<file path="src/rtl/ps2_scancode_decoder.sv">
// PS/2 Set-2 scan code decoder.
// Folds E0/F0 prefixes into single key events, drops housekeeping bytes and
// the Pause sequence, tracks eight game-control keys, and queues events in a
// first-word-fall-through FIFO with a valid/ready handshake.
module ps2_scancode_decoder #(
    parameter int FIFO_DEPTH     = 4,
    parameter int TIMEOUT_CYCLES = 200000
) (
    input  logic       clk,
    input  logic       reset,
    input  logic [7:0] byte_in,
    input  logic       byte_valid,
    output logic [7:0] evt_code,
    output logic       evt_ext,
    output logic       evt_break,
    output logic       evt_valid,
    input  logic       evt_ready,
    output logic       overflow,
    output logic [7:0] key_state
);

    localparam int AW = $clog2(FIFO_DEPTH);
    localparam int TW = $clog2(TIMEOUT_CYCLES + 1);

    typedef enum logic [2:0] {
        S_IDLE,
        S_PFX_E0,
        S_PFX_F0,
        S_PFX_E0F0,
        S_SKIP
    } state_t;

    state_t        state_q, state_d;
    logic [2:0]    skip_cnt_q, skip_cnt_d;
    logic [TW-1:0] tmo_cnt_q, tmo_cnt_d;
    logic [7:0]    key_state_q, key_state_d;
    logic          overflow_q, overflow_d;
    logic [AW:0]   wr_ptr_q, wr_ptr_d;
    logic [AW:0]   rd_ptr_q, rd_ptr_d;
    logic [9:0]    fifo_mem_q [FIFO_DEPTH];

    logic          emit, emit_ext, emit_brk;
    logic          fifo_empty, fifo_full, pop, push_ok;
    logic [9:0]    head;
    logic [3:0]    key_hit;

    // Maps an event to {tracked, bit index}; ext must match exactly.
    function automatic logic [3:0] key_index(input logic [7:0] code, input logic ext);
        case ({ext, code})
            9'h01D:  key_index = 4'b1_000;
            9'h01C:  key_index = 4'b1_001;
            9'h01B:  key_index = 4'b1_010;
            9'h023:  key_index = 4'b1_011;
            9'h175:  key_index = 4'b1_100;
            9'h172:  key_index = 4'b1_101;
            9'h16B:  key_index = 4'b1_110;
            9'h174:  key_index = 4'b1_111;
            default: key_index = 4'b0_000;
        endcase
    endfunction

    // Prefix/skip state machine with idle timeout; decides when an event is emitted.
    always_comb begin
        // NOTE: every combinational output gets a default first so no latch is inferred.
        state_d    = state_q;
        skip_cnt_d = skip_cnt_q;
        emit       = 1'b0;
        emit_ext   = 1'b0;
        emit_brk   = 1'b0;
        tmo_cnt_d  = (state_q == S_IDLE) ? '0 : tmo_cnt_q + 1'b1;

        if (byte_valid) begin
            tmo_cnt_d = '0;
            case (state_q)
                S_IDLE: begin
                    case (byte_in)
                        8'hE0: state_d = S_PFX_E0;
                        8'hF0: state_d = S_PFX_F0;
                        8'hE1: begin
                            state_d    = S_SKIP;
                            skip_cnt_d = 3'd7;
                        end
                        8'h00, 8'hAA, 8'hEE, 8'hFA, 8'hFE, 8'hFF: ;
                        default: emit = 1'b1;
                    endcase
                end
                S_PFX_E0: begin
                    if (byte_in == 8'hF0) begin
                        state_d = S_PFX_E0F0;
                    end else begin
                        state_d  = S_IDLE;
                        emit     = (byte_in != 8'h12) && (byte_in != 8'h59);
                        emit_ext = 1'b1;
                    end
                end
                S_PFX_F0: begin
                    state_d  = S_IDLE;
                    emit     = 1'b1;
                    emit_brk = 1'b1;
                end
                S_PFX_E0F0: begin
                    state_d  = S_IDLE;
                    emit     = (byte_in != 8'h12) && (byte_in != 8'h59);
                    emit_ext = 1'b1;
                    emit_brk = 1'b1;
                end
                S_SKIP: begin
                    skip_cnt_d = skip_cnt_q - 3'd1;
                    if (skip_cnt_q == 3'd1) state_d = S_IDLE;
                end
                default: state_d = S_IDLE;
            endcase
        end else if (state_q != S_IDLE && tmo_cnt_q == TW'(TIMEOUT_CYCLES - 1)) begin
            state_d    = S_IDLE;
            skip_cnt_d = '0;
            tmo_cnt_d  = '0;
        end
    end

    // Held-key bitmap and FIFO pointer/overflow bookkeeping.
    always_comb begin
        key_hit     = key_index(byte_in, emit_ext);
        key_state_d = key_state_q;
        if (emit && key_hit[3]) key_state_d[key_hit[2:0]] = ~emit_brk;

        fifo_empty = (wr_ptr_q == rd_ptr_q);
        fifo_full  = (wr_ptr_q[AW] != rd_ptr_q[AW]) &&
                     (wr_ptr_q[AW-1:0] == rd_ptr_q[AW-1:0]);
        pop        = ~fifo_empty & evt_ready;
        push_ok    = emit & (~fifo_full | pop);
        overflow_d = overflow_q | (emit & fifo_full & ~pop);
        wr_ptr_d   = wr_ptr_q + (AW + 1)'(push_ok);
        rd_ptr_d   = rd_ptr_q + (AW + 1)'(pop);
    end

    // State registers with synchronous reset taking priority over everything.
    always_ff @(posedge clk) begin
        if (reset) begin
            state_q     <= S_IDLE;
            skip_cnt_q  <= '0;
            tmo_cnt_q   <= '0;
            key_state_q <= '0;
            overflow_q  <= 1'b0;
            wr_ptr_q    <= '0;
            rd_ptr_q    <= '0;
        end else begin
            // NOTE: non-blocking assignments so every flop samples pre-edge values.
            state_q     <= state_d;
            skip_cnt_q  <= skip_cnt_d;
            tmo_cnt_q   <= tmo_cnt_d;
            key_state_q <= key_state_d;
            overflow_q  <= overflow_d;
            wr_ptr_q    <= wr_ptr_d;
            rd_ptr_q    <= rd_ptr_d;
        end
    end

    // Event storage; write gated by push_ok.
    always_ff @(posedge clk) begin
        // NOTE: storage is not reset; the pointers alone define which entries are live.
        if (push_ok && !reset) fifo_mem_q[wr_ptr_q[AW-1:0]] <= {emit_brk, emit_ext, byte_in};
    end

    assign head      = fifo_mem_q[rd_ptr_q[AW-1:0]];
    assign evt_valid = ~fifo_empty;
    assign evt_code  = fifo_empty ? 8'h00 : head[7:0];
    assign evt_ext   = ~fifo_empty & head[8];
    assign evt_break = ~fifo_empty & head[9];
    assign overflow  = overflow_q;
    assign key_state = key_state_q;

endmodule

</file>
<file path="config.mk">
export PLATFORM = sky130hd
export DESIGN_NAME = ps2_scancode_decoder
export DESIGN_NICKNAME = d
export VERILOG_FILES = /design/src/rtl/ps2_scancode_decoder.sv
export SDC_FILE = /design/constraint.sdc
export NUM_CORES = 1
export LEC_CHECK = 0
export ABC_AREA = 1
export ABC_CLOCK_PERIOD_IN_PS = 3600
export CAP_MARGIN = 20
export CORE_MARGIN = 2
export CORE_UTILIZATION = 44
export CTS_CLUSTER_DIAMETER = 30
export CTS_CLUSTER_SIZE = 8
export DETAILED_ROUTE_END_ITERATION = 16
export GPL_ROUTABILITY_DRIVEN = 0
export GPL_TIMING_DRIVEN = 0
export PLACE_DENSITY = 0.63
export SYNTH_ARGS = -nofsm -noshare
export SYNTH_HDL_FRONTEND = slang
export SYNTH_SLANG_ARGS = --single-unit
</file>
<file path="constraint.sdc">
create_clock -name clk -period 3.6 [get_ports clk]
set_clock_uncertainty 0.05 [all_clocks]
set_input_delay 0.54 -clock clk [delete_from_list [all_inputs] [get_ports clk]]
set_output_delay 0.54 -clock clk [all_outputs]
set_load 0.05 [all_outputs]
</file>
## After elaboration in Yosys (flattened, before gate mapping)

Memory sizes are Yosys's and may differ from the RTL's. A register that Yosys moved wholly into a read port is not among the register bits.
Cells that the tools add are included.

| word-level totals | value |
|---|---|
| register bits | 39 |
| RAM bits | 40 |
| input bits | 12 |
| output and inout bits | 20 |
| logic and storage cells | 99 |
| memories kept | 1 |

| operators by class | value |
|---|---|
| $add $sub $neg | 4 |
| $lt $le $gt $ge | 2 |
| equality and inequality tests | 31 |
| mux-type cells | 26 |
| bitwise gates (word level) | 12 |
| reduce and logical (&&, ||, !) cells | 16 |

Memory list:

| name | depth | bits a word | read ports | clocked after memory_dff | wr ports | line | source |
|---|---|---|---|---|---|---|---|
| fifo_mem_q | 4 | 10 | 1 | 1 | 1 | 40 | `logic [9:0] fifo_mem_q [FIFO_DEPTH];` |

Operators with widths:

| operator | number |
|---|---|
| equality test 8 bit (second input constant) | 8 |
| equality test 9 bit (second input constant) | 4 |
| one-hot mux 4 bit (8 select lines) | 1 |
| equality test 9 x 5 -> 1 bit (second input constant) | 3 |
| adder 18 x 1 -> 18 bit (second input constant) | 1 |
| equality test 18 bit (second input constant) | 1 |
| one-hot mux 3 bit (3 select lines) | 2 |
| two-way mux 3 bit | 5 |
| two-way mux 1 bit | 10 |
| equality test 9 x 6 -> 1 bit (second input constant) | 1 |
| OR reduction 9 bit | 1 |
| bitwise mux 8 bit | 1 |
| logical NOT 8 bit | 1 |
| two-way mux 8 bit | 1 |
| inequality test 8 x 5 -> 1 bit (second input constant) | 1 |
| inequality test 8 x 7 -> 1 bit (second input constant) | 1 |
| adder 3 x 1 -> 3 bit | 2 |
| AND 1 bit | 6 |
| equality test 3 x 1 -> 1 bit (second input constant) | 2 |
| equality test 3 x 2 -> 1 bit (second input constant) | 2 |
| logical AND 1 bit | 6 |
| one-hot mux 3 bit (2 select lines) | 1 |
| AND reduction 3 bit | 2 |
| inequality test 5 x 2 -> 1 bit (second input constant) | 1 |
| 22 further kinds | 27 |

## Longest topological paths before layout

Gate-level depths: netlist (run 1).

| depth | value |
|---|---|
| word-level depth | 11 |
| gate-level depth with buffers | 14 |
| gate-level depth less buffers | 14 |

## Worst setup path after synthesis (run 1)

Ideal clock, no wire load.

| path | value |
|---|---|
| path kind | input -> register |
| start point | in byte_in[5] |
| end point | mem fifo_mem_q[0][0] (enable) |
| setup time | 0.390 ns |
| data arrival time | 2.221 ns |
| data required time | 3.160 ns |
| setup slack | 0.939 ns |
| stages | 12 |
| buffers on the path | 1 |
| cell sequence | buf_4 > nand2_2 > nor2_1 > nand3_2 > inv_2 > nor2_1 > nand3_1 > nand2_2 > nand2_2 > a21oi_2 > nand2_1 > nor3_1 |

| between the ends | value |
|---|---|
| cells in the longest elaborated chain, start to end | 9 |
| elaborated cells on any way between the ends | 21 |
| classes of those cells | eq/ne: 10; mux: 6; bitwise: 1; reduce/logical: 4 |

RTL lines:

| what | line | source |
|---|---|---|
| from (decl) | 11 | `input logic [7:0] byte_in,` |
| equality test 8 bit, or another cell as far along | 76, 88 |  |
| OR reduction 9 bit (no source line) / logical AND 1 bit (equally long branches) | - |  |
| two-way mux 1 bit, on equally long branches | 76, 88 |  |
| one-hot mux 1 bit (4 select lines) (*) | 74 | `case (state_q)` |
| two-way mux 1 bit (*) | 72 | `if (byte_valid) begin` |
| AND 1 bit (*) | 130 | `push_ok = emit & (~fifo_full \| pop);` |
| logical AND 1 bit (*) | 161 | `if (push_ok && !reset) fifo_mem_q[wr_ptr_q[AW-1:0]] <= {emit_brk, emit_ext, byte_in};` |
| two-way mux 1 bit (*) | 161 |  |
| two-way mux 1 bit (not written as such) (*) | 161 |  |
| to (decl) | 40 |  |

Mark *: on every way between the ends. The rest lies on a longest branch, timed or not.

## Final worst setup path (run 1)

| path | value |
|---|---|
| start point | reg rd_ptr_q[0] |
| end point | out evt_code[4] |

| between the ends | value |
|---|---|
| cells in the longest elaborated chain, start to end | 2 |

RTL lines:

| what | line | source |
|---|---|---|
| from (decl) | 39 | `logic [AW:0] rd_ptr_q, rd_ptr_d;` |
| from (signal assigned) | 154 | `rd_ptr_q <= rd_ptr_d;` |
| equality test 3 bit | 126 | `fifo_empty = (wr_ptr_q == rd_ptr_q);` |
| two-way mux 8 bit | 166 | `assign evt_code = fifo_empty ? 8'h00 : head[7:0];` |
| to (decl) | 13 | `output logic [7:0] evt_code,` |

No other way between the ends.

==> summary.txt, run 1 <==
Yosys
  • EDFF count, synth: 40
  • Share of synthesized registers carrying an async set or reset: 0%
  • Gate Count Post-Synth: 501
  • Post-Syn Area per Cell: around 8.0 sq um
  • Ys Warns: 0
  • Register bit count reported by yosys: roughly 80
  • Synth Net Count: between 500 and 600
  • Syn Std Cell Area: 4010 sq um
  • Count of cell types in the netlist: 34
  • Seq/Total Area, Yosys: between 40% and 50%
  • Main synth FF type: edfxtp_1

CTS
  • H-tree levels: 3
  • Total CTS buffers: 9
  • Post-CTS Setup Bufs: 0
  • Root buffer cell: clkbuf_8
  • Post-CTS Hold Fix Bufs: 0
  • Clock Sinks: 79
  • Clk slew on worst S/H paths: 90 ps
  • Clock Tree Buf Depth: 2
  • Post-CTS sizing: 0
  • CTS tree: yes
  • Worst-Skew Late Latency: around 350 ps

Place
  • PortBufs: 31
  • Detailed placer's ending HPWL: around 6.2 mm
  • Placed cell count: around 640

Critical path
  • Max FO, Critical Path: 10
  • Reg2Reg Depth: 10
  • Crit path launch: rd_ptr_q[0]
  • Worst R2R End: fifo_mem_q[1][9]
  • Worst EP required: between 3000 and 4000 ps
  • CP Capture Type: primary output
  • CP startpoint kind: register
  • R2r startpoint: state_q[0]
  • WS Path Type: reg2out
  • FF-to-FF setup slack: around 1100 ps
  • Crit path DAT: 2630 ps

Floorplan
  • Die ar.: approximately 9900 sq um
  • Initial Utilization: between 40% and 50%
  • Row cnt: 34
  • Die W: 99.5 um
  • I/O pins: 32
  • CORE AREA: 8760 sq um
  • Die Span Y: around 99 um

GRT
  • Global-route wire length before repair: approximately 14 mm
  • Vias in the first global route: between 3k and 4k
  • Grt ovf: 0
  • Initial antenna violation count: 0
  • Global-route usage over all layers: about 18%
  • Largest net degree at the start of global routing: 15

Final layout
  • Syn-to-layout area delta: 17.2%
  • Core Util, Final: between 50 and 60%
  • Commonest non-fill, non-tap cell in the layout: nor2_1
  • Antenna Cells: 0
  • Commonest non-fill, non-tap cells in the layout: nor2_1, nand2_1, inv_1
  • Fin nets: 563
  • Share of layout cells above drive strength 1: a little over a tenth
  • Post-route insts no fill: 657

Timing
  • FMAX: approximately 310 MHz
  • Final Hold Viols: 0
  • Final period utilization: approximately 90%
  • Worst-margin pin slew: 938 ps
  • Min cycle time layout: ~3200 ps
  • RSZ-0062 raised after global routing: false
  • Pins over their slew limit: 0
  • Max-slew headroom: 37.1%
  • Final setup fails: 0

Route
  • TritonRoute pass-1 iters: 4
  • Routed WL: 8.73 mm
  • # DRC: 0
  • WL/cell: 13.3 um
  • Routed vias: between 3k and 4k
  • Drt first-iter violations: ~130
  • Vias per cell: between 5 and 6
  • Final ANT Viol Nets: 0

Worst hold path
  • Hold endpoint: tmo_cnt_q[0]
  • Hold-critical path depth: 1
  • Hold Startpoint: tmo_cnt_q[0]
  • Hold Crit Class: reg2reg

Pwr
  • Final Power: 2.27 mW
  • Power density cells: about 480 nW/um^2
  • Lkg Pwr: roughly 1.9 nW
  • VDD IR max: 220 uV

Run
  • Max-Cap Viols: 0

Status
  • Status: completed
==> Yosys cell counts, types with 2 or more instances <==
cell type | n | area (sq um)
nor2_1 | 86 | 323
buf_2 | 2 | 10.0
nor2_2 | 5 | 31.3
nand3_1 | 35 | 175
o21ai_0 | 22 | 110
xnor2_1 | 3 | 26.3
inv_1 | 61 | 229
xor2_1 | 5 | 43.8
nand3_2 | 2 | 20.0
nor3_1 | 13 | 65.1
clkbuf_1 | 8 | 30.0
a21oi_1 | 31 | 155
nand2_2 | 10 | 62.6
nand2_1 | 83 | 312
o21ai_1 | 3 | 15.0
inv_2 | 10 | 37.5
dfxtp_1 | 39 | 781
edfxtp_1 | 40 | 1200
a211oi_1 | 2 | 15.0
nor3_2 | 3 | 30.0
ha_1 | 7 | 87.6
buf_1 | 2 | 7.51
o32ai_1 | 10 | 87.6
nor2_4 | 2 | 22.5
nand4_1 | 8 | 50.1
==> stage by stage <==
step	area, sq um	hold WS [ps]	setup TNS (ps)	worst slack, ps
3_3_place_gp	4450	379	-12960	-413
3_5_place_dp	4480	390	0	62.5
5_1_grt	4700	437	0	186
2_1_floorplan	4010	368	0	939
6_report	4700	401	0	376
4_1_cts	4700	403	0	348
==> where the power goes <==
part | switching, mW | internal [mW]
clock | 0.344 | 0.386
sequential | 0.0156 | 0.968
combinational | 0.382 | 0.169
total | 0.742 | 1.52
==> cell type report <==
| class | instances | area (sq um) |
|---|---|---|
| multi-input cells | 337 | 1710 |
| plain buffers | 14 | 66.3 |
| flip-flops and latches | 79 | 1980 |
| fillers | 856 | 4060 |
| inverters | 71 | 267 |
| well taps | 108 | 135 |
| clock inverters | 5 | 60.1 |
| clock buffers | 11 | 163 |
| repair buffers | 32 | 318 |
==> critical path: stages, from the launching register on <==
cell and delay (ps):
dfxtp_1 410, buf_1 470, nor2_1 100, o32ai_1 330, nand2_1 110, inv_1 70, clkdlybuf4s50_1 790
==> layer usage <==
metal  up-vias  wire length, um  GRT usage (%)
li1       1740                -              -
met1      1558             4140           23.3
met2        73             4100           31.4
met3        11              412           3.87
met4         0               79           5.80
met5         -                0              0
==> state kept, by name, summed over array words and instances (netlist names) <==
signal,cells
fifo_mem_q,40
key_state,8
rd_ptr_q,3
tmo_cnt_q,18
overflow,1
skip_cnt_q,3
wr_ptr_q,3
state_q,3
==> cells by family after synthesis <==
logic type               count (synthesis)  synth area share (%)
AND/OR/NAND/NOR                        250                  27.9
buffers and inverters                   85                  8.30
flip-flops                              79                  49.4
AO/OA/AOI/OAI                           72                  10.4
XOR/XNOR                                 8                  1.75
adder cells (fa/ha/maj)                  7                  2.18
==> worst max-delay path by stage <==
stage | endpoint | slack, ps | depth (start not counted)
4_1_cts | evt_code[4] | 350 | 7
6_report | evt_code[4] | 380 | 6
2_1_floorplan | fifo_mem_q[0][0] | 940 | 12
5_1_grt | evt_code[1] | 190 | 8
3_5_place_dp | fifo_mem_q[0][5] | 60 | 11
3_3_place_gp | fifo_mem_q[1][7] | -410 | 11
No activity file was read; power rests on OpenSTA's default activity.
==> inputs of run 2 (changes only) <==
- CAP_MARGIN: 20 -> 10
==> results of run 2 <==
Final layout, timing and power as in run 1 (identical DEF).
==> inputs of run 3 (changes only) <==
- ABC_CLOCK_PERIOD_IN_PS: 3600 -> default
- CORE_MARGIN: 2 -> default
==> summary.txt, run 3 (synthesis gave the netlist of run 1 again) <==
CTS
  • Post-CTS sizing: 0
  • Clock Tree Buf Depth: 2
  • Clock Sinks: between 70 and 80
  • Total CTS buffers: 9
  • Post-CTS Hold Fix Bufs: 0
  • Clk slew on worst S/H paths: ~80 ps
  • CTS tree: yes
  • Post-CTS Setup Bufs: 0
  • H-tree levels: 3
  • Root buffer cell: clkbuf_8
  • Worst-Skew Late Latency: 360 ps

Route
  • Final ANT Viol Nets: 0
  • Vias per cell: slightly above 5
  • Drt first-iter violations: 183
  • WL/cell: 13.1 um
  • TritonRoute pass-1 iters: 4
  • Routed vias: 3318
  • Routed WL: about 8.6 mm
  • # DRC: 0

Timing
  • Pins over their slew limit: 0
  • Max-slew headroom: 37.2%
  • Final period utilization: roughly nine tenths
  • Min cycle time layout: between 3000 and 4000 ps
  • Final Hold Viols: 0
  • FMAX: ~310 MHz
  • Worst hold slack: just over 400 ps
  • Worst-margin pin slew: 937 ps
  • RSZ-0062 raised after global routing: false
  • Final setup fails: 0

Critical path
  • Worst EP required: between 3000 and 4000 ps
  • R2r startpoint: state_q[0]
  • Crit-path slowest cell: clkdlybuf4s50_1
  • Cell family with most CP delay: simple AND/OR/NAND/NOR gates
  • Max FO, Critical Path: 10
  • Crit path top cell by count: nor2_1
  • CP cell instances: clkdlybuf4s50_1, nor2_1, nand2_1, nor2_1, nor2_1, a21oi_1, nand2_2, nand2_2, a21oi_2, nand2_1, nor3_1, buf_4
  • Crit path DAT: between 3000 and 4000 ps
  • WS Path Type: in2reg
  • CP Capture Type: register
  • CP startpoint kind: input port
  • Crit path launch: byte_in[7]
  • Worst path max stage delay: between 700 and 800 ps
  • Buf/Inv on CP: 2

GRT
  • Initial antenna violation count: 0
  • Vias in the first global route: roughly 3.1k
  • Grt ovf: 0
  • Largest net degree at the start of global routing: 15
  • Global-route usage over all layers: a little under 20%
  • Global-route wire length before repair: ~14 mm

Run
  • Max-Cap Viols: 0

Final layout
  • Fin nets: between 500 and 600
  • Post-route insts no fill: about 660
  • Syn-to-layout area delta: 17.2%
  • Antenna Cells: 0
  • Commonest non-fill, non-tap cells in the layout: nor2_1, nand2_1, inv_1
  • Commonest non-fill, non-tap cell in the layout: nor2_1
  • Share of layout cells above drive strength 1: roughly a tenth
  • Filler instances: roughly 850
  • Max FFs per register: 40

Floorplan
  • Row cnt: 34
  • Die ar.: around 9500 sq um
  • CORE AREA: about 9000 sq um
  • I/O pins: 32
  • Die Span Y: 97.5 um
  • Die W: around 97 um
  • Initial Utilization: about 46%

Pwr
  • VDD IR max: 193 uV
  • Lkg Pwr: roughly 1.9 nW
  • Power density cells: approximately 480 nW/um^2

Worst hold path
  • Hold Crit Class: reg2reg
  • Hold Startpoint: tmo_cnt_q[0]

Place
  • Detailed placer's ending HPWL: between 6 and 7 mm
  • PortBufs: 31
  • Placed cell count: 641

Status
  • Status: completed
## run 3: final cells by class
class                           instances  area, sq um  share of cell area, %
Multi-Input combinational cell        337         1710                   36.4
Buffer                                 14         66.3                   1.41
Clock inverter                          6         92.6                   1.97
Tap cell                              108          135                   2.88
Inverter                               71          267                   5.67
Timing Repair Buffer                   32          318                   6.77
Sequential cell                        79         1980                   42.2
Clock buffer                           10          128                   2.72
## run 3: path summary, 6_finish.rpt
kind	endpoint	slack (ps)	depth (start not counted)
setup / recovery	fifo_mem_q[2][3]	400	12
hold / removal	tmo_cnt_q[0]	400	1
setup reg to reg	fifo_mem_q[2][3]	1000	11
hold reg to reg	tmo_cnt_q[0]	400	1
## run 3: where the power goes
group / switching (mW) / total, mW / internal [mW]
logic: 0.378 / 0.547 / 0.169
clock network: 0.342 / 0.737 / 0.396
registers: 0.0151 / 0.983 / 0.968
total: 0.735 / 2.27 / 1.53
## run 3: metal layers
layer  global-route usage [%]  wire [um]
met5                        0          0
met4                     5.77         79
met1                     24.0       4070
met3                     4.46        346
met2                     33.0       4140
## run 3: per-stage QoR
step                power, mW  instance area [sq um]  util [%]  setup TNS, ps  setup WS, ps
finish                   2.27                   4700      53.6              0           403
global route             2.38                   4700      53.6              0           194
CTS                      2.29                   4700      53.6              0           380
detailed placement       1.55                   4480      51.1              0          31.0
global placement         1.55                   4450      50.8         -13320          -406
floorplan                1.38                   4010         -              0           939
